## src/rtl/cci_mpf_shim_lockstep_deq_ctrl.sv

```systemverilog
// Lockstep c0/c1 Tx issue scheduler for an MPF shim.
// The buffer head (c0 read and c1 write/fence together) is dequeued only when
// every valid channel can be accepted by the FIU. In-flight reads and writes
// are counted for credit limits, write fences and the quiesce handshake.
module cci_mpf_shim_lockstep_deq_ctrl #(
    parameter int MAX_RD_OUTSTANDING = 256,
    parameter int MAX_WR_OUTSTANDING = 256,
    parameter int STALL_CNT_BITS     = 32,
    localparam int RD_CNT_BITS       = $clog2(MAX_RD_OUTSTANDING + 1),
    localparam int WR_CNT_BITS       = $clog2(MAX_WR_OUTSTANDING + 1)
) (
    input  logic                      clk,
    input  logic                      reset_n,
    input  logic                      head_c0_valid,
    input  logic                      head_c1_valid,
    input  logic                      head_c1_fence,
    input  logic                      fiu_c0_alm_full,
    input  logic                      fiu_c1_alm_full,
    input  logic                      rd_rsp_valid,
    input  logic [2:0]                wr_rsp_cnt,
    input  logic                      quiesce_req,
    output logic                      deqTx,
    output logic [RD_CNT_BITS-1:0]    rd_outstanding,
    output logic [WR_CNT_BITS-1:0]    wr_outstanding,
    output logic                      quiesced,
    output logic                      fence_wait,
    output logic [STALL_CNT_BITS-1:0] stall_cycles,
    output logic                      err_underflow
);

    // Write arithmetic must be wide enough for both wr+1 and a 3-bit response count.
    localparam int WR_SUM_BITS = (WR_CNT_BITS + 1 > 3) ? WR_CNT_BITS + 1 : 3;

    localparam logic [RD_CNT_BITS-1:0] RD_MAX = RD_CNT_BITS'(MAX_RD_OUTSTANDING);
    localparam logic [WR_CNT_BITS-1:0] WR_MAX = WR_CNT_BITS'(MAX_WR_OUTSTANDING);

    typedef enum logic [1:0] {
        S_RUN,
        S_QDRAIN,
        S_QUIESCED
    } state_t;

    state_t state;

    logic                   head_any;
    logic                   ok0;
    logic                   ok1;
    logic                   issue_rd;
    logic                   issue_wr;
    logic [RD_CNT_BITS:0]   rd_sum;
    logic [RD_CNT_BITS:0]   rd_sub;
    logic                   rd_underflow;
    logic [RD_CNT_BITS-1:0] rd_next;
    logic [WR_SUM_BITS-1:0] wr_sum;
    logic [WR_SUM_BITS-1:0] wr_sub;
    logic                   wr_underflow;
    logic [WR_CNT_BITS-1:0] wr_next;

    // Channel acceptance and lockstep dequeue decision (zero-cycle path from head/alm_full).
    always_comb begin
        head_any = head_c0_valid | head_c1_valid;
        ok0 = !head_c0_valid |
              (!fiu_c0_alm_full & (rd_outstanding < RD_MAX));
        ok1 = !head_c1_valid |
              (!fiu_c1_alm_full & (wr_outstanding < WR_MAX) &
               (!head_c1_fence | (wr_outstanding == '0)));
        // quiesce_req gates the cycle it rises, before the state has moved to QDRAIN.
        deqTx = reset_n & (state == S_RUN) & !quiesce_req & head_any & ok0 & ok1;
        issue_rd = deqTx & head_c0_valid;
        issue_wr = deqTx & head_c1_valid;
        fence_wait = (state == S_RUN) & head_c1_valid & head_c1_fence &
                     (wr_outstanding != '0);
    end

    // Next in-flight counts: issue and response net out, saturating at zero.
    always_comb begin
        rd_sum       = {1'b0, rd_outstanding} + {{RD_CNT_BITS{1'b0}}, issue_rd};
        rd_sub       = {{RD_CNT_BITS{1'b0}}, rd_rsp_valid};
        rd_underflow = rd_sum < rd_sub;
        rd_next      = rd_underflow ? '0 : RD_CNT_BITS'(rd_sum - rd_sub);

        wr_sum       = WR_SUM_BITS'(wr_outstanding) + WR_SUM_BITS'(issue_wr);
        wr_sub       = WR_SUM_BITS'(wr_rsp_cnt);
        wr_underflow = wr_sum < wr_sub;
        wr_next      = wr_underflow ? '0 : WR_CNT_BITS'(wr_sum - wr_sub);
    end

    // Quiesce state machine with registered quiesced flag.
    always_ff @(posedge clk or negedge reset_n) begin
        if (!reset_n) begin
            state    <= S_RUN;
            quiesced <= 1'b0;
        end else begin
            quiesced <= (state == S_QUIESCED) & quiesce_req;
            if (!quiesce_req) begin
                state <= S_RUN;
            end else begin
                case (state)
                    S_RUN:    state <= S_QDRAIN;
                    S_QDRAIN: if (rd_next == '0 && wr_next == '0) state <= S_QUIESCED;
                    default:  state <= state;
                endcase
            end
        end
    end

    // In-flight counters and sticky underflow flag.
    always_ff @(posedge clk or negedge reset_n) begin
        if (!reset_n) begin
            rd_outstanding <= '0;
            wr_outstanding <= '0;
            err_underflow  <= 1'b0;
        end else begin
            rd_outstanding <= rd_next;
            wr_outstanding <= wr_next;
            if (rd_underflow || wr_underflow) err_underflow <= 1'b1;
        end
    end

    // Saturating count of cycles a non-empty head was held back while running.
    always_ff @(posedge clk or negedge reset_n) begin
        if (!reset_n) begin
            stall_cycles <= '0;
        end else if (head_any && !deqTx && state == S_RUN && stall_cycles != '1) begin
            stall_cycles <= stall_cycles + STALL_CNT_BITS'(1);
        end
    end

endmodule

```

## config.mk

```make
export PLATFORM = sky130hd
export DESIGN_NAME = cci_mpf_shim_lockstep_deq_ctrl
export DESIGN_NICKNAME = d
export VERILOG_FILES = /design/src/rtl/cci_mpf_shim_lockstep_deq_ctrl.sv
export SDC_FILE = /design/constraint.sdc
export NUM_CORES = 1
export LEC_CHECK = 0
export CELL_PAD_IN_SITES_DETAIL_PLACEMENT = 0
export CELL_PAD_IN_SITES_GLOBAL_PLACEMENT = 1
export CORE_MARGIN = 4
export CORE_UTILIZATION = 32
export CTS_CLUSTER_SIZE = 8
export DETAILED_ROUTE_END_ITERATION = 8
export GPL_ROUTABILITY_DRIVEN = 0
export PLACE_DENSITY_LB_ADDON = 0.1
export SYNTH_ARGS = -nofsm -noshare
export SYNTH_HDL_FRONTEND = slang
export SYNTH_SLANG_ARGS = --single-unit
```

## constraint.sdc

```tcl
create_clock -name clk -period 5.6 [get_ports clk]
set_input_delay 1.12 -clock clk [delete_from_list [all_inputs] [get_ports clk]]
set_output_delay 1.12 -clock clk [all_outputs]
set_load 0.05 [all_outputs]
```

==> metrics.cfg <==
[sta]
maxSlewViolCount=0
hold_viol_final=0
setup_tns_ps=0
worst_slew_pin_slew_ps=1180
fmax_ghz=0.200
min_period_ps=5010
finClkSkew_ps=11.3
maxSlewHeadroom_pct=21.2
setup-violations-final=0
rsz0062_at_grt=false
fin_crit_sh_pct=89.4

[worst_setup_path]
cp-endpoint=state[1]
required_ps=5820
cp-startpoint=head_c1_fence
cp_max_fo=10
end_kind=flop
r2r-end=state[1]
worstPathArrival_ps=5230
startpoint_type=input port
rr_startpoint=wr_outstanding[3]
reg2reg_setup_slack_ps=850
crit_type=in2reg
reg2reg_depth=17

[routing]
drc=0
first_pass_iters=4
viasPerCell=5.07
antenna_left=0
initialDrtViolationCount=106
wl_um=8660
wl_per_cell_um=15.5
vias=2832

[die]
num_io_pins=66
rows=37
core_um2=10300
fp.dieW_um=111
die_y_um=111
die_area_um2=12200
start_util_pct=32.8

[global_route]
antenna_found_initial=0
grt_overflow=0
grt_pass1_vias=2902
grt_usage_pct=14.2
grt_pass1_wl_um=14700
grt_max_degree=56

[logic_synthesis]
netlist.area_leader.share_pct=40.1
netlist_instances=358
yosys.area.top_type=dfrtp_1
synth_edf_count=0
synth_ff_type=dfrtp_1
syn_area_um2=3370
ys_types=59
ys_seq_elements=54
yosys-top-cells-area=dfrtp_1, xnor2_1, xor2_1
yosys_warnings=0
syn_nets=382
synth_area_per_cell_um2=9.42
synth_most_common_cell=dfrtp_1
async_reset_ff_share_pct=100
ys_top_cells_by_count=dfrtp_1, xnor2_1, nor2_1, nand3_1, nand2_1
synth_seq_area_share_pct=40.1

[power]
ir_worst_vdd_v=0.000177
swShare_pct=46.5
p_leak_nw=1.78
internal-power_mw=1.02
p_sw_mw=0.888
combPwrFrac_pct=49.7
p_seq_share_pct=33.6
p_clk_share_pct=16.8
powerDensity_nw_per_um2=444

[finish]
instances_no_fill=559
seq_area_um2=1350
diodes=0
multi_input_area_um2=1900
area_growth_pct=27.6
nFillCells=1040
layout-drive-gt1-share_pct=6.15
nets=446

[job]
max_cap_viol_count=0

[cts]
clock_latency_ps=300
htree_levels=2
cts_sinks=54
clk_path_buf_depth=2
cts_made_buffers=5
ctsHoldBuffers=0
cts.reportedPaths.clkPinSlew_ps=100
post_cts_resized=0
postCtsSetupRepairBufs=0
root_buffer=clkbuf_8
cts_tree=done

[placement]
hpwl_um=6350
dpl.cell_count=551
port_buffers=65

[min_path]
hp-class=reg2reg

[outcome]
status=finished, final reports clean

## logic make-up after synthesis
group | count (synthesis) | share of synthesized area (%)
DFF | 54 | 40.1
muxes | 6 | 1.93
AOI/OAI and AO/OA | 46 | 11.0
and+or+nand+nor | 155 | 24.2
buffers and inverters | 29 | 3.60
adders and majority gates | 12 | 4.68
xor gates and xnor gates | 56 | 14.6
## per-layer routing
layer | GRT usage [%] | part of all wire, % | vias to the layer above
li1 | - | - | 1402
met1 | 20.5 | 51 | 1362
met2 | 22.5 | 45 | 60
met3 | 2.41 | 3.0 | 8
met4 | 2.96 | 0.96 | 0
met5 | 0 | 0 | -
## flip-flops by register name (all words and copies together) (netlist names)
signal / flops
state: 2
quiesced: 1
err_underflow: 1
wr_outstanding: 9
stall_cycles: 32
rd_outstanding: 9
## power groups by stage
stage	Sequential (mW)	Combinational, mW	Clock, mW
final	0.641	0.948	0.320
after global routing	0.663	1.03	0.349
after CTS	0.641	0.956	0.334
after detailed placement	0.648	0.951	0
after global placement	0.650	0.953	0
after floorplan	0.842	0.461	0
## worst min-delay path by stage
stage,startpoint,end,slack [ps],cells past startpoint
after floorplan,state[0],quiesced,440,1
after global placement,state[0],quiesced,470,1
after detailed placement,state[0],quiesced,470,1
after CTS,state[0],quiesced,480,1
after global routing,stall_cycles[5],stall_cycles[5],520,1
final,state[0],quiesced,490,1
## metrics by stage
step                util, %  area (µm²)  worst slack (ps)  hold WS, ps  total power, mW
finish                 41.9        4300               592          486             1.91
CTS                    41.9        4300               601          484             1.93
global placement       40.5        4160               403          473             1.60
floorplan                 -        3370               444          444             1.30
global route           41.9        4300               390          519             2.04
detailed placement     40.5        4160               269          469             1.60
## critical path, cell delays in order
cell	delay, ps
clkdlybuf4s50_1	400
inv_1	50
a31oi_1	50
o31ai_1	280
nand4_1	130
nor2_1	210
and2_1	190
ha_1	330
ha_1	310
inv_1	80
ha_1	200
or4b_4	490
o31ai_4	100
o2111ai_4	200
o21a_1	220
o21bai_1	160
or4_1	490
o32ai_2	200
## placed cells by master (no fill, tap or decap), types with 5 or more instances in the layout
| cell type | n |
|---|---|
| clkdlybuf4s50_1 | 64 |
| dfrtp_1 | 54 |
| xnor2_1 | 38 |
| nor2_1 | 36 |
| nand3_1 | 25 |
| nand2_1 | 21 |
| nand4_1 | 18 |
| xor2_1 | 18 |
| inv_1 | 17 |
| nor3_1 | 14 |
| ha_1 | 11 |
| and3_1 | 10 |
| o21ai_0 | 8 |
| a21oi_1 | 6 |
| clkbuf_8 | 6 |
| and2_1 | 5 |
## cell type report
class                   count  share of cell area (%)
multi-input cells         275                    44.1
flip-flops and latches     54                    31.4
repair buffers             69                    15.7
well taps                 136                    3.96
clock buffers               6                    1.92
inverters                  17                    1.48
clock inverters             2                    1.40
(Power assumes the default switching activity.)
==> patch (same flow settings) <==
Re-encode `state_t` (3 states) as one-hot, 3 bits wide.
--- a/src/rtl/cci_mpf_shim_lockstep_deq_ctrl.sv
+++ b/src/rtl/cci_mpf_shim_lockstep_deq_ctrl.sv
@@ -36,6 +36,6 @@
 
-    typedef enum logic [1:0] {
-        S_RUN,
-        S_QDRAIN,
-        S_QUIESCED
+    typedef enum logic [2:0] {
+        S_RUN      = 3'b001,
+        S_QDRAIN   = 3'b010,
+        S_QUIESCED = 3'b100
     } state_t;
Check against the original RTL: same outputs for any inputs over 10 cycles, from zero or initial values and one cycle with reset_n low; not proved beyond that.
==> patch against the unedited design <==
Total power decreased by 4.7%. Count of clock-buffer cells in the layout unchanged. Clock power decreased by 16%. Routed wire length decreased by 8.6%. Design area decreased by 2.5%. Largest cell class unchanged. Synthesized cell count decreased by 7.8%. Global-route usage decreased by 0.33 points. Sequential cell count increased by 1. Worst setup slack improved by 0.23 ns. Synthesized area decreased by 1.5%.
==> patch: results (changes against the unedited design) <==
[detailed_routing]
wire_per_inst_um = 14.99  ; -3.2%
initialDrtViolationCount = 70  ; -34%
via_count = 2600  ; -8.2%
viasPerCell = 4.924  ; -2.8%

[placement]
place_area_um2 = 4076  ; -2.0%
placed_cells = 520  ; -5.6%
hpwl_mm = 6.065  ; -4.5%

[pwr]
p_leak_nw = 1.743  ; -2.3%
vdd_drop_max_v = 0.0002210  ; +25%
switchingPower_mw = 0.8448  ; -4.9%

[timing]
finClkSkew_ns = 0.007600  ; -0.003666 ns
max-slew-margin-rel_pct = 52.79  ; +32 points

[synth]
ys_top_cells_by_count = dfrtp_1 (54), xnor2_1 (39), nor2_1 (34)
synth.top_cells.by_area = dfrtp_1 (41%), xnor2_1 (10%), ha_1 (4.1%)
ys_seq_area_share_pct = 41.48  ; +1.4 points
synthAdderAreaFrac_pct = 4.748  ; +0.070 points
yosys_warnings = 0  ; unchanged
syn_nets = 354  ; -7.3%
synth_xor_area_share_pct = 14.43  ; -0.12 points
syn_avg_cell_area_um2 = 10.06  ; +6.9%
synth_compound_area_share_pct = 11.04  ; +0.053 points
synth.distinct_cells = 63  ; +6.8%
synth_top_family_by_area = simple AND/OR/NAND/NOR gates
synth.area.mux_share_pct = 0.9043  ; -1.0 points

[critical_path]
r2r_slack_ns = 1.44  ; +0.59 ns
critPathMaxFanout = 6  ; -4
timing.rr.end = state[2]$_DFFE_PN0P_
cp_data_arrival_time_ns = 5.02  ; -0.21 ns
crit_start = head_c1_valid
crit_path_end = state[2]$_DFFE_PN0P_
r2r-start = state[0]$_DFFE_PN1P_
reg2reg_depth = 16  ; -1

[global_routing]
grtUsageTotal_pct = 13.91  ; -0.33 points
grt_pass1_wl_mm = 13.44  ; -8.7%
antenna_found_initial = 0  ; unchanged

[final_layout]
fin_nets = 418  ; -6.3%
post_route_cells_drive_above_1_share_pct = 10.13  ; +4.0 points

[run_status]
run_status = complete, no violations

==> patch: kinds of logic (layout without fill, tap and decap cells) <==
group / count (synthesis) / count (layout)
AND/OR/NAND/NOR: 145 / 145
flip-flops: 55 / 55
XOR/XNOR: 53 / 53
AO/OA/AOI/OAI: 44 / 44
buffers and inverters: 18 / 83
adder cells (fa/ha/maj): 12 / 12
multiplexers: 3 / 3
==> patch: per-layer routing <==
metal / global-route usage [%] / part of all wire, % / vias to the layer above
met2: 20.19 / 43 / 53
met3: 3.171 / 4.8 / 2
met5: 0 / 0 / -
met4: 2.404 / 0.48 / 0
li1: - / - / 1297
met1: 21.16 / 52 / 1248
==> patch: final cells by class <==
type / instances / area, µm²
tap: 133 / 166.4
fill: 1007 / 5761
clock inverter: 2 / 35.03
timing repair buffer: 68 / 668.1
clock buffer: 6 / 82.58
inverter: 7 / 26.28
sequential: 55 / 1378
multi-input combinational: 257 / 1838
==> patch: power groups by stage <==
stage	Sequential (mW)	Clock (mW)	Combinational, mW
2_1_floorplan	0.857	0	0.431
3_3_place_gp	0.647	0	0.921
3_5_place_dp	0.643	0	0.921
4_1_cts	0.639	0.286	0.924
5_1_grt	0.658	0.302	0.991
6_report	0.634	0.270	0.916
==> patch: worst min path at each step <==
stage                                       startpoint  slack [ns]                            to  cells past startpoint
after floorplan                   state[0]$_DFFE_PN1P_        0.47          state[0]$_DFFE_PN1P_                      2
after global placement    stall_cycles[13]$_DFFE_PN0P_        0.48  stall_cycles[13]$_DFFE_PN0P_                      1
after detailed placement  stall_cycles[13]$_DFFE_PN0P_        0.48  stall_cycles[13]$_DFFE_PN0P_                      1
after CTS                 stall_cycles[13]$_DFFE_PN0P_        0.50  stall_cycles[13]$_DFFE_PN0P_                      1
after global routing      stall_cycles[17]$_DFFE_PN0P_        0.52  stall_cycles[17]$_DFFE_PN0P_                      1
final                     stall_cycles[13]$_DFFE_PN0P_        0.49  stall_cycles[13]$_DFFE_PN0P_                      1
==> patch: worst max-delay path: stages <==
cell             delay [ns]
clkdlybuf4s50_1        0.51
nor2_1                 0.06
nor3b_1                0.21
nor3b_1                0.32
and2_1                 0.23
ha_1                   0.30
ha_1                   0.27
inv_1                  0.07
ha_1                   0.19
or4b_4                 0.48
o31ai_4                0.10
nand3b_1               0.13
a2bb2oi_2              0.18
xnor2_2                0.14
a41oi_2                0.12
a2111oi_2              0.36
a32o_2                 0.22
==> patch: per-stage QoR <==
stage | setup WS [ns] | utilization (%)
2_1_floorplan | 0.2704 | -
3_3_place_gp | 0.5705 | 40.95
3_5_place_dp | 0.4445 | 40.95
4_1_cts | 0.7613 | 42.13
5_1_grt | 0.5487 | 42.13
6_report | 0.8202 | 42.13
